<file path="src/rtl/ifetch_ctrl.sv">
// Instruction-fetch controller: one outstanding imem request, a one-entry decode
// holding register, and PC advance/redirect. Optional fault reporting: IFETCH_FAULT_EN.
module ifetch_ctrl #(
    parameter int XLEN    = 32,
    parameter int PC_STEP = 4
) (
    input  logic            clk,
    input  logic            areset,
    input  logic [XLEN-1:0] pc,
    output logic            pc_load,
    output logic [XLEN-1:0] next_pc,
    input  logic            redirect,
    input  logic [XLEN-1:0] redirect_pc,
    output logic            imem_req_valid,
    output logic [XLEN-1:0] imem_req_addr,
    input  logic            imem_req_ready,
    input  logic            imem_rsp_valid,
    input  logic [XLEN-1:0] imem_rsp_data,
    input  logic            imem_rsp_err,
    output logic            imem_rsp_ready,
    output logic            id_valid,
    input  logic            id_ready,
    output logic [XLEN-1:0] id_instr,
    output logic [XLEN-1:0] id_pc,
    output logic            id_fault
);

    typedef enum logic [2:0] {
        S_IDLE,
        S_REQ,
        S_WAIT,
        S_HOLD,
        S_DRAIN
    } state_e;

    state_e          state_q, state_d;
    logic [XLEN-1:0] id_instr_q, id_instr_d;
    logic [XLEN-1:0] id_pc_q, id_pc_d;
    logic            id_fault_q, id_fault_d;

    logic            misalign;
    logic            rsp_fault;

`ifdef IFETCH_FAULT_EN
    assign misalign      = |pc[1:0];
    assign rsp_fault     = imem_rsp_err;
    assign imem_req_addr = pc;
`else
    logic unused_rsp_err;
    assign unused_rsp_err = imem_rsp_err;
    assign misalign       = 1'b0;
    assign rsp_fault      = 1'b0;
    assign imem_req_addr  = {pc[XLEN-1:2], 2'b00};
`endif

    assign id_instr = id_instr_q;
    assign id_pc    = id_pc_q;
    assign id_fault = id_fault_q;

    always_ff @(posedge clk or negedge areset) begin
        if (!areset) begin
            state_q    <= S_IDLE;
            id_instr_q <= '0;
            id_pc_q    <= '0;
            id_fault_q <= 1'b0;
        end else begin
            state_q    <= state_d;
            id_instr_q <= id_instr_d;
            id_pc_q    <= id_pc_d;
            id_fault_q <= id_fault_d;
        end
    end

    always_comb begin
        state_d        = state_q;
        id_instr_d     = id_instr_q;
        id_pc_d        = id_pc_q;
        id_fault_d     = id_fault_q;
        imem_req_valid = 1'b0;
        imem_rsp_ready = 1'b0;
        id_valid       = 1'b0;
        pc_load        = 1'b0;
        next_pc        = pc + XLEN'(PC_STEP);

        case (state_q)
            S_IDLE: state_d = S_REQ;

            S_REQ: begin
                if (misalign) begin
                    // Misaligned PC never reaches memory; report it as a held fault.
                    if (!redirect) begin
                        state_d    = S_HOLD;
                        id_instr_d = '0;
                        id_pc_d    = pc;
                        id_fault_d = 1'b1;
                    end
                end else begin
                    imem_req_valid = 1'b1;
                    if (redirect)
                        state_d = imem_req_ready ? S_DRAIN : S_REQ;
                    else if (imem_req_ready)
                        state_d = S_WAIT;
                end
            end

            S_WAIT: begin
                imem_rsp_ready = 1'b1;
                if (redirect) begin
                    state_d = imem_rsp_valid ? S_REQ : S_DRAIN;
                end else if (imem_rsp_valid) begin
                    state_d    = S_HOLD;
                    id_instr_d = rsp_fault ? '0 : imem_rsp_data;
                    id_pc_d    = pc;
                    id_fault_d = rsp_fault;
                    pc_load    = !rsp_fault;
                end
            end

            S_HOLD: begin
                // A redirect kills the held entry in the same cycle, so no handshake.
                id_valid = !redirect;
                if (redirect || id_ready)
                    state_d = S_REQ;
            end

            S_DRAIN: begin
                imem_rsp_ready = 1'b1;
                if (imem_rsp_valid)
                    state_d = S_REQ;
            end

            default: state_d = S_IDLE;
        endcase

        if (redirect && areset) begin
            pc_load = 1'b1;
            next_pc = redirect_pc;
        end
    end

endmodule

</file>
<file path="config.mk">
export PLATFORM = sky130hd
export DESIGN_NAME = ifetch_ctrl
export DESIGN_NICKNAME = d
export VERILOG_FILES = /design/src/rtl/ifetch_ctrl.sv
export SDC_FILE = /design/constraint.sdc
export NUM_CORES = 1
export LEC_CHECK = 0
export ABC_AREA = 1
export CORE_MARGIN = 2
export CORE_UTILIZATION = 35
export CTS_CLUSTER_DIAMETER = 60
export CTS_CLUSTER_SIZE = 8
export DETAILED_ROUTE_END_ITERATION = 8
export MAX_ROUTING_LAYER = met4
export PLACE_DENSITY = 0.77
export SLEW_MARGIN = 25
export SYNTH_ARGS = -nofsm -noshare
export SYNTH_HDL_FRONTEND = slang
export SYNTH_SLANG_ARGS = --single-unit
export TNS_END_PERCENT = 100
</file>
<file path="constraint.sdc">
create_clock -name clk -period 1.45 [get_ports clk]
set_clock_uncertainty 0.1 [all_clocks]
set_input_delay 0.29 -clock clk [delete_from_list [all_inputs] [get_ports clk]]
set_output_delay 0.29 -clock clk [all_outputs]
set_load 0.02 [all_outputs]
</file>
==> Yosys cells after proc, flatten, opt, wreduce, memory -nomap -nowiden <==
Cells that the tools add are included.
{ "totals": {"romBits": 0, "word_cells": 37, "n_memories": 0, "in_bits": 103, "regBits": 67, "output_inout_bits": 133, "latch_bits": 0, "mem_bits_rw": 0} }
{ "op_classes": {"shifts": 0, "n_mul": 0, "n_lt_le_gt_ge": 0, "n_eq_ne": 8, "n_reduce_logical": 7, "n_addsub": 1, "n_mux": 17, "bitwise_logic": 1, "div_mod_pow": 0} }
{ "ops": {"columns": ["op", "count"], "rows": [
  ["$add 32x3->32 const B", 1],
  ["$mux 32", 1],
  ["$mux 3", 8],
  ["$pmux 3 s5", 1],
  ["$mux 1", 7],
  ["$eq 3x2->1 const B", 2],
  ["$ne 3x3->1 const B", 2],
  ["$ne 2x2->1 const B", 2],
  ["$reduce_and 4->1", 1],
  ["$eq 3x1->1 const B", 1],
  ["$eq 3x3->1 const B", 1],
  ["$logic_not 3->1", 1],
  ["$reduce_and 3->1", 1],
  ["$reduce_or 2->1", 1],
  ["$logic_and 1x1->1", 1],
  ["$logic_not 1->1", 1],
  ["$logic_or 1x1->1", 1],
  ["$not 1->1", 1]
]} }

==> Logic depth before layout (Yosys ltp) <==
Gate-level depths: netlist of run 1.
{ "logic_depth": {"ltp_word": 4, "depth_mapped": 10, "depth_no_buf": 9} }

==> Least setup slack after synthesis of run 1 <==
No wires, ideal clock.
{ "synth_path": {"kind": "input to output", "start": "input pc[2]", "end": "output next_pc[10]", "arrival_time_ps": 1446, "path_stages": 6, "path_buffers": 0, "required_ps": 1060, "path_slack_ps": -386, "path_cell_list": "ha_1 > nand2_1 > nor2_2 > nand2_4 > xor2_1 > o21ai_0"} }
{ "synth_via": {"elab_chain_cells": 2} }
{ "synth_lines": {"columns": ["item", "line_no", "source"], "rows": [
  ["from (decl)", "9", "input logic [XLEN-1:0] pc,"],
  ["$add 32x3->32", "83", "next_pc = pc + XLEN'(PC_STEP);"],
  ["$mux 32", "135", "if (redirect && areset) begin"],
  ["to (decl)", "11", "output logic [XLEN-1:0] next_pc,"]
]} }
No other way between the ends.

==> Worst setup path in the final report of run 1 <==
{ "layout_path": {"start": "input pc[2]", "end": "output next_pc[28]"} }
The elaborated chain is that of the path after synthesis.

==> impl_metrics.toml, run 1 <==
[place]
portBuffers = 231
post-dp-hpwl_um = 11600
gp_congestion = 0.947
postPlaceCellArea_um2 = 7050

[yosys]
seq_area_frac_synth = 0.402
ys_ff_latch = 67
yosys_warnings = 0
yosys.area.top_type = "dfrtp_1"
synthDistinctLibCells = 28
syn_area_um2 = 4170
netlist_instances = 602
synth_area_per_cell_um2 = 6.92
synth.top_cell.area_share = 0.402
yosys-top-cells-area = "dfrtp_1 (40%), nand2_1 (22%), nand3_1 (9.0%), buf_4 (5.9%), inv_1 (4.0%)"

[setup_path]
crit_path_end_kind = "output port"
worstSetupStartpointType = "input port"
worst-path-buf-inv = 2
crit_arrival_ns = 1.50
cp_top_family = "simple AND/OR/NAND/NOR gates"
cp.required_ns = 1.06
cpPeakStageDelay_ns = 0.20
crit_path_top_delay_cell = "nor2_4"
worst-setup-path-type = "in -> out"
path_cells = "buf_8 > ha_4 > nand2_4 > nor2_4 > nand2_4 > nor2_4 > nand2_1 > nand2_1 > nand3_1 > nand2_2 > buf_6"
path_max_fanout = 7

[power_and_ir_drop]
sw_frac_of_total = 0.436
power_density_nw_per_um2 = 1400
switchingPower_mw = 5.23
p_clk_frac = 0.170
leakagePower_nw = 4.27
p_int_mw = 6.76
seqPwrFrac = 0.312
ir_drop_mv = 0.651
combPwrFrac = 0.517

[clock_network]
cts_tree = "done"
path_clk_slew_ns = 0.05
clockBufferDepth = 2
clock_latency_ns = 0.33
cts_buffers = 9
clkSinkCount = 67
cts_root_buf = "clkbuf_16"
h-tree-depth = 3

[floorplanning]
core-area_um2 = 11500
num_rows = 39
fp.dieW_um = 113
die_area_um2 = 12800
start_util = 0.362
ios = 236
fp.dieH_um = 113

[finish]
area_growth_pct = 105
nets = 1014
fillers = 837
final_core_util = 0.743
final_cell_mix = "nand2_1 (110), buf_4 (93), nand2_2 (81), dfrtp_1 (67), clkdlybuf4s50_1 (66)"
fin_area_um2 = 8560
drive_gt1_frac = 0.538
final_common_cell = "nand2_1"

[sta]
slew_headroom = 0.423
setup_slack_ns = -0.437
period_needed_ns = 1.89
finalSetupTns_ns = -24.43
timing.final.crit_share = 1.30
hold_viol = 0
worstMarginPinSlew_ns = 0.865
rsz0062_at_grt = "yes"
setup_viol = 97
whs_ns = 0.0943
slew_viol_final = 0
max_freq_mhz = 530

[status]
status = "complete, but fails checks"
violations = "design-rule violations, negative setup slack"

[detailed_routing]
via_count = 5305
drt_iter0_drc = 290
firstDrtPassIters = 7
ant_nets = 0
finalWirelength_um = 19000
via_per_inst = 5.01
drc_errors = 16
wire_per_inst_um = 18.0

[global_route]
antenna_found_initial = 1
grt_pass1_wl_um = 27200
grt_max_degree = 68
overflow = 0
track_usage = 0.280
grt_pass1_vias = 5425

[min_path]
hold_path.class = "in -> async"

[flow_run]
maxCapViolations = 0
-- per-layer routing --
layer / part of all wire / GRT usage
met1: 0.38 / 0.314
met2: 0.52 / 0.494
met3: 0.077 / 0.0573
met4: 0.021 / 0.101
met5: 0 / -
-- path summary, 6_finish.rpt --
kind                                            end  slack [ns]  depth (start not counted)                      from
max                                     next_pc[28]       -0.44                         11                     pc[2]
max in group asynchronous      id_pc[4]$_DFFE_PN0P_        0.59                          2                    areset
min reg2reg                id_instr[31]$_DFFE_PN0P_        0.39                          2  id_instr[31]$_DFFE_PN0P_
max reg2reg                    id_pc[2]$_DFFE_PN0P_       -0.25                         11    state_q[2]$_DFFE_PN0P_
min in group clk             state_q[1]$_DFFE_PN0P_        0.21                          4                  redirect
min                        id_instr[20]$_DFFE_PN0P_        0.09                          2                    areset
-- metrics by stage --
stage          instances  setup WS (ns)  total power, mW
5_1_grt             1059         -0.487             12.6
3_3_place_gp        1009          -1.41             8.80
6_report            1059         -0.437             12.0
3_5_place_dp        1009          -1.44             8.96
2_1_floorplan        604        -0.0996             5.92
4_1_cts             1052         -0.411             11.1
-- timing repair --
action	in CTS	in global routing
cloned	11	2
hold buffers	0	0
pin swaps	53	41
endpoints found under the setup margin	197	141
resized for setup	573	287
buffers inserted	16	10
-- cell usage after synthesis, drive strengths merged --
library cell	n
a21oi	3
a31oi	3
and2	2
buf	51
clkbuf	5
clkinv	1
conb	1
dfrtp	67
ha	1
inv	46
nand2	248
nand3	75
nand4	1
nor2	45
nor3	2
o21ai	48
xor2	3
-- logic make-up (layout without fill, tap and decap cells) --
logic type,count (synthesis),count (layout),synth area share
flops,67,67,0.402
xor+xnor,3,3,0.00631
buf+inv,103,414,0.139
fa+ha+maj,1,1,0.00300
other cells,1,4,0.000900
simple gates,373,373,0.375
compound gates,54,54,0.0730
-- power groups by stage --
stage / combinational [mW] / sequential (mW) / clock, mW
detailed placement: 5.63 / 3.33 / 0
global route: 6.58 / 3.85 / 2.18
CTS: 5.63 / 3.35 / 2.09
floorplan: 1.54 / 4.38 / 0
finish: 6.20 / 3.75 / 2.04
global placement: 5.52 / 3.28 / 0
-- worst register-to-register path, stage by stage (launching register included) --
cell and delay [ns]:
dfrtp_1 0.40, inv_2 0.10, nand2_4 0.06, nor2_4 0.10
nand2_2 0.09, inv_4 0.09, nand2_8 0.06, buf_12 0.14
buf_16 0.16, buf_16 0.18, nand2_2 0.07, o21ai_2 0.05
-- cell type report --
class / instances / area (um^2) / area share
Sequential cell: 67 / 1680 / 0.196
Clock inverter: 6 / 41.3 / 0.00482
Clock buffer: 10 / 239 / 0.0279
Antenna cell: 1 / 2.50 / 0.000292
Tap cell: 143 / 179 / 0.0209
Timing Repair Buffer: 351 / 3310 / 0.386
Inverter: 47 / 186 / 0.0218
Multi-Input combinational cell: 434 / 2930 / 0.342
-- sequential cells by signal, summed over array words and instances, names as in the netlist --
name,count
id_instr,32
state_q,3
id_pc,32
No activity file was read; power rests on OpenSTA's default activity.
==> inputs of run 2 (changes only) <==
HOLD_SLACK_MARGIN = 0.15   (was not set)
==> results of run 2 <==
Same layout as run 1: the final DEF is identical, and so are final timing and power.
